[src/rtl/jump_ctrl.sv]
// Dino jump controller: button edge detect, tick divider and a
// GROUND/RISE/HANG/FALL height trajectory with registered outputs.
module jump_ctrl #(
    parameter int TICK_DIV   = 1_000_000,
    parameter int JUMP_H     = 60,
    parameter int RISE_STEP  = 6,
    parameter int FALL_STEP  = 6,
    parameter int HANG_TICKS = 8
) (
    input  logic       clk,
    input  logic       rst_n,
    input  logic       btn_level,
    input  logic       game_run,
    output logic [7:0] dino_y,
    output logic       airborne,
    output logic       jump_start,
    output logic       land
);

    localparam int CW = $clog2(TICK_DIV);

    typedef enum logic [1:0] {
        GROUND,
        RISE,
        HANG,
        FALL
    } state_e;

    state_e          state_q, state_d;
    logic [7:0]      y_q, y_d;
    logic            air_q, air_d;
    logic            js_q, js_d;
    logic            land_q, land_d;
    logic [CW-1:0]   cnt_q, cnt_d;
    logic [7:0]      hang_q, hang_d;
    logic            prev_q;

    logic            press;
    logic            tick;
    logic [8:0]      rise_sum;

    assign press    = btn_level & ~prev_q;
    assign tick     = (cnt_q == CW'(TICK_DIV - 1));
    assign rise_sum = {1'b0, y_q} + 9'(RISE_STEP);

    always_comb begin
        state_d = state_q;
        y_d     = y_q;
        cnt_d   = cnt_q;
        hang_d  = hang_q;
        js_d    = 1'b0;
        land_d  = 1'b0;
        if (game_run) begin
            cnt_d = tick ? '0 : cnt_q + 1'b1;
            unique case (state_q)
                GROUND: begin
                    y_d = 8'd0;
                    // the land cycle itself never accepts a press
                    if (press && !land_q) begin
                        state_d = RISE;
                        cnt_d   = '0;
                        hang_d  = 8'd0;
                        js_d    = 1'b1;
                    end
                end
                RISE: begin
                    if (tick) begin
                        if (rise_sum >= 9'(JUMP_H)) begin
                            y_d     = 8'(JUMP_H);
                            state_d = HANG;
                            hang_d  = 8'd0;
                        end else begin
                            y_d = rise_sum[7:0];
                        end
                    end
                end
                HANG: begin
                    if (tick) begin
                        if (hang_q == 8'(HANG_TICKS - 1)) begin
                            state_d = FALL;
                            hang_d  = 8'd0;
                        end else begin
                            hang_d = hang_q + 8'd1;
                        end
                    end
                end
                FALL: begin
                    if (tick) begin
                        if (y_q <= 8'(FALL_STEP)) begin
                            y_d     = 8'd0;
                            state_d = GROUND;
                            land_d  = 1'b1;
                        end else begin
                            y_d = y_q - 8'(FALL_STEP);
                        end
                    end
                end
                default: state_d = GROUND;
            endcase
        end
        air_d = (state_d != GROUND);
    end

    always_ff @(posedge clk or negedge rst_n) begin
        if (!rst_n) begin
            state_q <= GROUND;
            y_q     <= 8'd0;
            air_q   <= 1'b0;
            js_q    <= 1'b0;
            land_q  <= 1'b0;
            cnt_q   <= '0;
            hang_q  <= 8'd0;
            prev_q  <= 1'b1;
        end else begin
            state_q <= state_d;
            y_q     <= y_d;
            air_q   <= air_d;
            js_q    <= js_d;
            land_q  <= land_d;
            cnt_q   <= cnt_d;
            hang_q  <= hang_d;
            prev_q  <= btn_level;
        end
    end

    assign dino_y     = y_q;
    assign airborne   = air_q;
    assign jump_start = js_q;
    assign land       = land_q;

endmodule
[config.mk]
export PLATFORM = sky130hd
export DESIGN_NAME = jump_ctrl
export DESIGN_NICKNAME = d
export VERILOG_FILES = /design/src/rtl/jump_ctrl.sv
export SDC_FILE = /design/constraint.sdc
export NUM_CORES = 1
export LEC_CHECK = 0
export ABC_AREA = 0
export BUFFER_PORTS_ARGS = -buffer_cell sky130_fd_sc_hd__buf_2
export CAP_MARGIN = 20
export CORE_ASPECT_RATIO = 1.5
export CORE_UTILIZATION = 40
export DETAILED_ROUTE_END_ITERATION = 7
export HOLD_SLACK_MARGIN = 0.08
export PLACE_DENSITY = 0.57
export SLEW_MARGIN = 25
export SYNTH_ARGS = -nofsm -noshare
export SYNTH_HDL_FRONTEND = slang
export SYNTH_SLANG_ARGS = --single-unit
[constraint.sdc]
create_clock -name clk -period 2.28 [get_ports clk]
set_input_delay 0.228 -clock clk [delete_from_list [all_inputs] [get_ports clk]]
set_output_delay 0.228 -clock clk [all_outputs]
set_load 0.01 [all_outputs]
# Yosys cells after proc, flatten, opt, wreduce, memory -nomap -nowiden
# Cells that the tools add are included.
totals:
  ff_bits: 42
  in_bits: 4
  output_inout_bits: 11
  wordCells: 64
classes:
  add_sub_neg: 4
  n_lt_le_gt_ge: 2
  n_eq_ne: 10
  n_mux: 30
  bitwise: 2
  n_reduce_logical: 8
ops:
  columns: ["operator", "n"]
  rows:
  - ["two-way mux 8 bit", 9]
  - ["two-way mux 20 bit", 3]
  - ["case mux 8 bit (3 select lines)", 2]
  - ["adder 20 x 1 -> 20 bit, second input constant", 1]
  - ["== test 20 bit, second input constant", 1]
  - ["two-way mux 2 bit", 8]
  - ["inequality test 2 bit, second input constant", 5]
  - ["adder 8 x 3 -> 9 bit, second input constant", 1]
  - ["greater-or-equal comparator 9 x 6 -> 1 bit, second input constant", 1]
  - ["adder 8 x 1 -> 8 bit, second input constant", 1]
  - ["== test 8 x 3 -> 1 bit, second input constant", 1]
  - ["<= comparator 8 x 3 -> 1 bit, second input constant", 1]
  - ["case mux 2 bit (4 select lines)", 1]
  - ["subtractor 8 x 3 -> 8 bit, second input constant", 1]
  - ["two-way mux 1 bit", 7]
  - ["AND reduction 6 bit", 1]
  - ["nonzero test 3 bit", 2]
  - ["== test 2 bit, second input constant", 2]
  - ["AND reduction 4 bit", 1]
  - ["== test 2 x 1 -> 1 bit, second input constant", 1]
  - ["zero test 2 bit", 1]
  - ["nonzero test 2 bit", 1]
  - ["AND 1 bit", 1]
  - ["logical AND 1 bit", 1]
  - ["2 further kinds", 2]

# Longest topological paths before layout
depth:
  depth_word: 7
  mapped_depth: 8
  mapped_depth_nobuf: 7

# Worst setup path after synthesis
# OpenSTA, ideal clock, no wires.
synth_path:
  kind: "reg2reg"
  startpoint: "register y_q[1], in the netlist dino_y[1]"
  endpoint: "register hang_q[1]"
  setup_time_ps: 127
  arrival_time_ps: 2129
  required_time_ps: 2153
  setup_slack_ps: 23
  path_stages_with_launch: 8
  n_path_buf: 0
  synth_period_minus_slack_ps: 2257
  path_cell_list: "dfrtp_1 inv_1 ha_1 and3_1 o211ai_1 a31oi_4 a221oi_4 mux2_1"
synth_via:
  elab_chain_cells: 4
synth_rtl:
  columns: ["item", "line_no", "rtl"]
  rows:
  - ["start: declaration", "30", "logic [7:0] y_q, y_d;"]
  - ["start signal: assignment", "116", "y_q <= y_d;"]
  - ["adder 8 x 3 -> 9 bit", "44", "assign rise_sum = {1'b0, y_q} + 9'(RISE_STEP);"]
  - ["greater-or-equal comparator 9 x 6 -> 1 bit", "68", "if (rise_sum >= 9'(JUMP_H)) begin"]
  - ["inequality test 2 bit (no source line)", null, null]
  - ["AND reduction 6 bit (no source line)", null, null]
  - ["end signal: assignment", "121", "hang_q <= hang_d;"]
  - ["end: declaration", "35", "logic [7:0] hang_q, hang_d;"]
# No other way between the ends.
# A chain may end at the register's enable or synchronous reset.

# Worst setup path in the final report
layout_path:
  startpoint: "register cnt_q[15]"
  endpoint: "register state_q[0]"
layout_via:
  elab_chain_cells: 4
  word_cells_on_any_way: 6
  classes_between: "1 x eq/ne; 5 x mux"
layout_rtl:
  columns: ["item", "line_no", "rtl"]
  rows:
  - ["start: declaration", "34", "logic [CW-1:0] cnt_q, cnt_d;"]
  - ["start signal: assignment", "120", "cnt_q <= cnt_d;"]
  - ["== test 20 bit (*)", "43", "assign tick = (cnt_q == CW'(TICK_DIV - 1));"]
  - ["two-way mux 2 bit, on equally long branches", "88, 67, 78", null]
  - ["case mux 2 bit (4 select lines) (*)", "55", "unique case (state_q)"]
  - ["two-way mux 2 bit (*)", "53", "if (game_run) begin"]
  - ["named net state_d[0]", "29", "state_e state_q, state_d;"]
  - ["end signal: assignment", "115", "state_q <= state_d;"]
  - ["end: declaration", "29", null]
# The timed path passes the listed nets; every way through them passes the cells marked *.

==> impl_metrics.yaml <==
pwr:
  p_leak_nw: 1.41
  p_sw_frac: 0.264
  ir_drop_uv: 207
  power.net_switching_w: 0.000373
  p_comb_frac: 0.087
  clkPwrFrac: 0.322
  power_frac_seq: 0.590
  power_density_nw_per_um2: 475
  intPower_w: 0.00104
final_layout:
  drive_above_1_share: 0.219
  seqCellArea_sq_um: 1030
  final_util: 0.485
  multi_input_area_sq_um: 1450
  antenna_cells: 0
  area_delta_synth_final_pct: 17.7
  nets: 308
  n_fill_cell: 592
die:
  core-area_sq_um: 6130
  die_w_um: 66.9
  die-area_sq_um: 6650
  io-pin-count: 15
  die_y_um: 99.4
  start_util: 0.412
  placement_rows: 35
logic_synthesis:
  synth_cell_types: 70
  synth_area_per_cell_sq_um: 9.58
  synthTopCellsByArea: "dfrtp_1 (40%), nor2_1 (3.4%), xnor2_1 (3.1%), and3_1 (3.0%), xor2_1 (2.8%)"
  yosysTopAreaCell: "dfrtp_1"
  async_flop_share: 1.00
  synth_commonest_cells: "dfrtp_1 (40), nor2_1 (23), nand2_1 (17)"
  yosys_warnings: 0
  yosysMostFrequentCell: "dfrtp_1"
  syn_area_sq_um: 2530
  synth_edf_count: 0
  synthCells: 264
  ys_ff_latch: 41
  synth_top_flop_cell: "dfrtp_1"
  mappedNetlistNets: 272
  yosysSeqAreaShare: 0.406
  yosys.area.top_type_share: 0.396
clock_network:
  cts_buffers: 5
  cts_sinks: 41
  cts-htree-levels: 2
  cts_setup_buffers: 0
  cts_tree: "done"
  clk_pin_slew_ns: 0.08
  cts-root-buf: "clkbuf_8"
  clk_latency_ns: 0.29
  clk_path_buf_depth: 2
timing:
  maxSlewViolCount: 0
  fin_ws_ns: 0.105
  finalHoldViolations: 0
  relSlewSlack: 0.504
  setup_viol: 0
  rsz0062_at_grt: "true"
  worst_pin_slew_ns: 0.739
  max_freq_mhz: 460
  skew_ns: 0.00883
  timing.hold.ws_ns: 0.274
  fin_crit_ns: 2.17
  post-route-period-util: 0.954
routing:
  dr.pass1.iters: 4
  num_vias: 2178
  wl_per_cell_um: 16.4
  drc: 0
  routed_via_density: 5.81
  ant_nets: 0
  drt_wl_total_mm: 6.17
  drt_iter0_markers: 148
grt:
  grt_start_max_net_pins: 42
  grt_pass1_vias: 2134
  grt_pass1_wl_mm: 10.3
  grtUsageTotal: 0.205
  antenna_found_initial: 0
  grt_overflow: 0
placement:
  place.gp.congestion: 0.808
  post-place-ws_ns: 0.0245
  dp_hpwl_mm: 4.67
  io_buffer_count: 13
critical_path:
  slowest_stage: "or4_1"
  worstPathCellList: "or4_1 -> nor4_4 -> nor3b_4 -> nor4b_2 -> nor3_1"
  max_stage_delay_ns: 0.59
  cp-end-kind: "register"
  cp_max_fo: 5
  critPathArrivalTime_ns: 2.34
  required_ns: 2.45
  worstSetupStartpointType: "register"
  crit_type: "reg2reg"
status:
  outcome: "finished clean"
job:
  cap_violations: 0
worst_hold_path:
  min_path_type: "in2reg"
-- cells by family after synthesis --
family,count (synthesis),synth area share
other,1,0.00148
xor gates and xnor gates,17,0.0589
and+or+nand+nor,120,0.285
buffers and inverters,21,0.0391
DFF,41,0.406
AOI/OAI and AO/OA,57,0.177
adders and majority gates,4,0.0198
muxes,3,0.0129
-- area by class of cell --
cell class	instances	share of cell area
Clock buffer	6	0.0244
Clock inverter	2	0.00336
Inverter	10	0.0126
Multi-Input combinational cell	202	0.487
Sequential cell	41	0.345
Tap cell	74	0.0311
Timing Repair Buffer	40	0.0959
-- worst max-delay path: cells and delay by family, from the launching register on --
kind | cells | cell delay (ns)
AND/OR/NAND/NOR | 5 | 1.63
flip-flops | 1 | 0.43
-- power by group through the flow --
stage	combinational (W)	clock [W]	sequential, W
detailed placement	0.000122	0	0.000846
CTS	0.000125	0.000480	0.000832
global route	0.000143	0.000509	0.000841
global placement	0.000120	0	0.000847
finish	0.000124	0.000456	0.000834
floorplan	0.0000804	0	0.000831
-- sequential cells by signal, summed over array words and instances, names as in the netlist --
register,flops
hang_q,8
dino_y,7
airborne,1
jump_start,1
prev_q,1
cnt_q,20
state_q,2
land,1
-- cells in the final DEF, fill, tap and decap left out, types with 9 or more instances in the layout --
cell	n
a31oi_1	11
and3_1	12
dfrtp_1	40
buf_2	13
nand3_1	10
nand2_1	17
inv_1	10
nor2_1	23
buf_4	24
xnor2_1	9
-- worst paths after layout --
path | start | slack (ns) | cells after the start | to
hold reg to reg | hang_q[7] | 0.49 | 1 | hang_q[7]
max in group asynchronous | rst_n | 1.38 | 3 | prev_q
hold / removal | game_run | 0.27 | 3 | cnt_q[1]
setup reg to reg | cnt_q[15] | 0.11 | 5 | state_q[0]
min in group asynchronous | rst_n | 0.52 | 3 | dino_y[2]
setup / recovery | cnt_q[15] | 0.11 | 5 | state_q[0]
-- routing by layer --
metal	vias up	part of all wire	GRT usage
met5	-	0	0
met4	0	0.032	0.0933
met2	41	0.54	0.375
met3	14	0.026	0.0333
met1	1071	0.40	0.221
li1	1052	-	-
-- through the flow --
step | TNS, ns | instance area, sq um | instances | total power, W
6_report | 0 | 2980 | 375 | 0.00141
5_1_grt | -0.0295 | 2980 | 375 | 0.00149
4_1_cts | 0 | 2930 | 375 | 0.00144
3_5_place_dp | 0 | 2830 | 365 | 0.000968
3_3_place_gp | -0.00608 | 2830 | 365 | 0.000967
2_1_floorplan | 0 | 2530 | 264 | 0.000912
-- repair_timing --
item                       4_1_cts  5_1_grt
hold endpoints to repair        41        0
resized for setup                0        8
hold buffers                     2        0
setup endpoints to repair        0        6
Power figures use the tool's default switching activity.
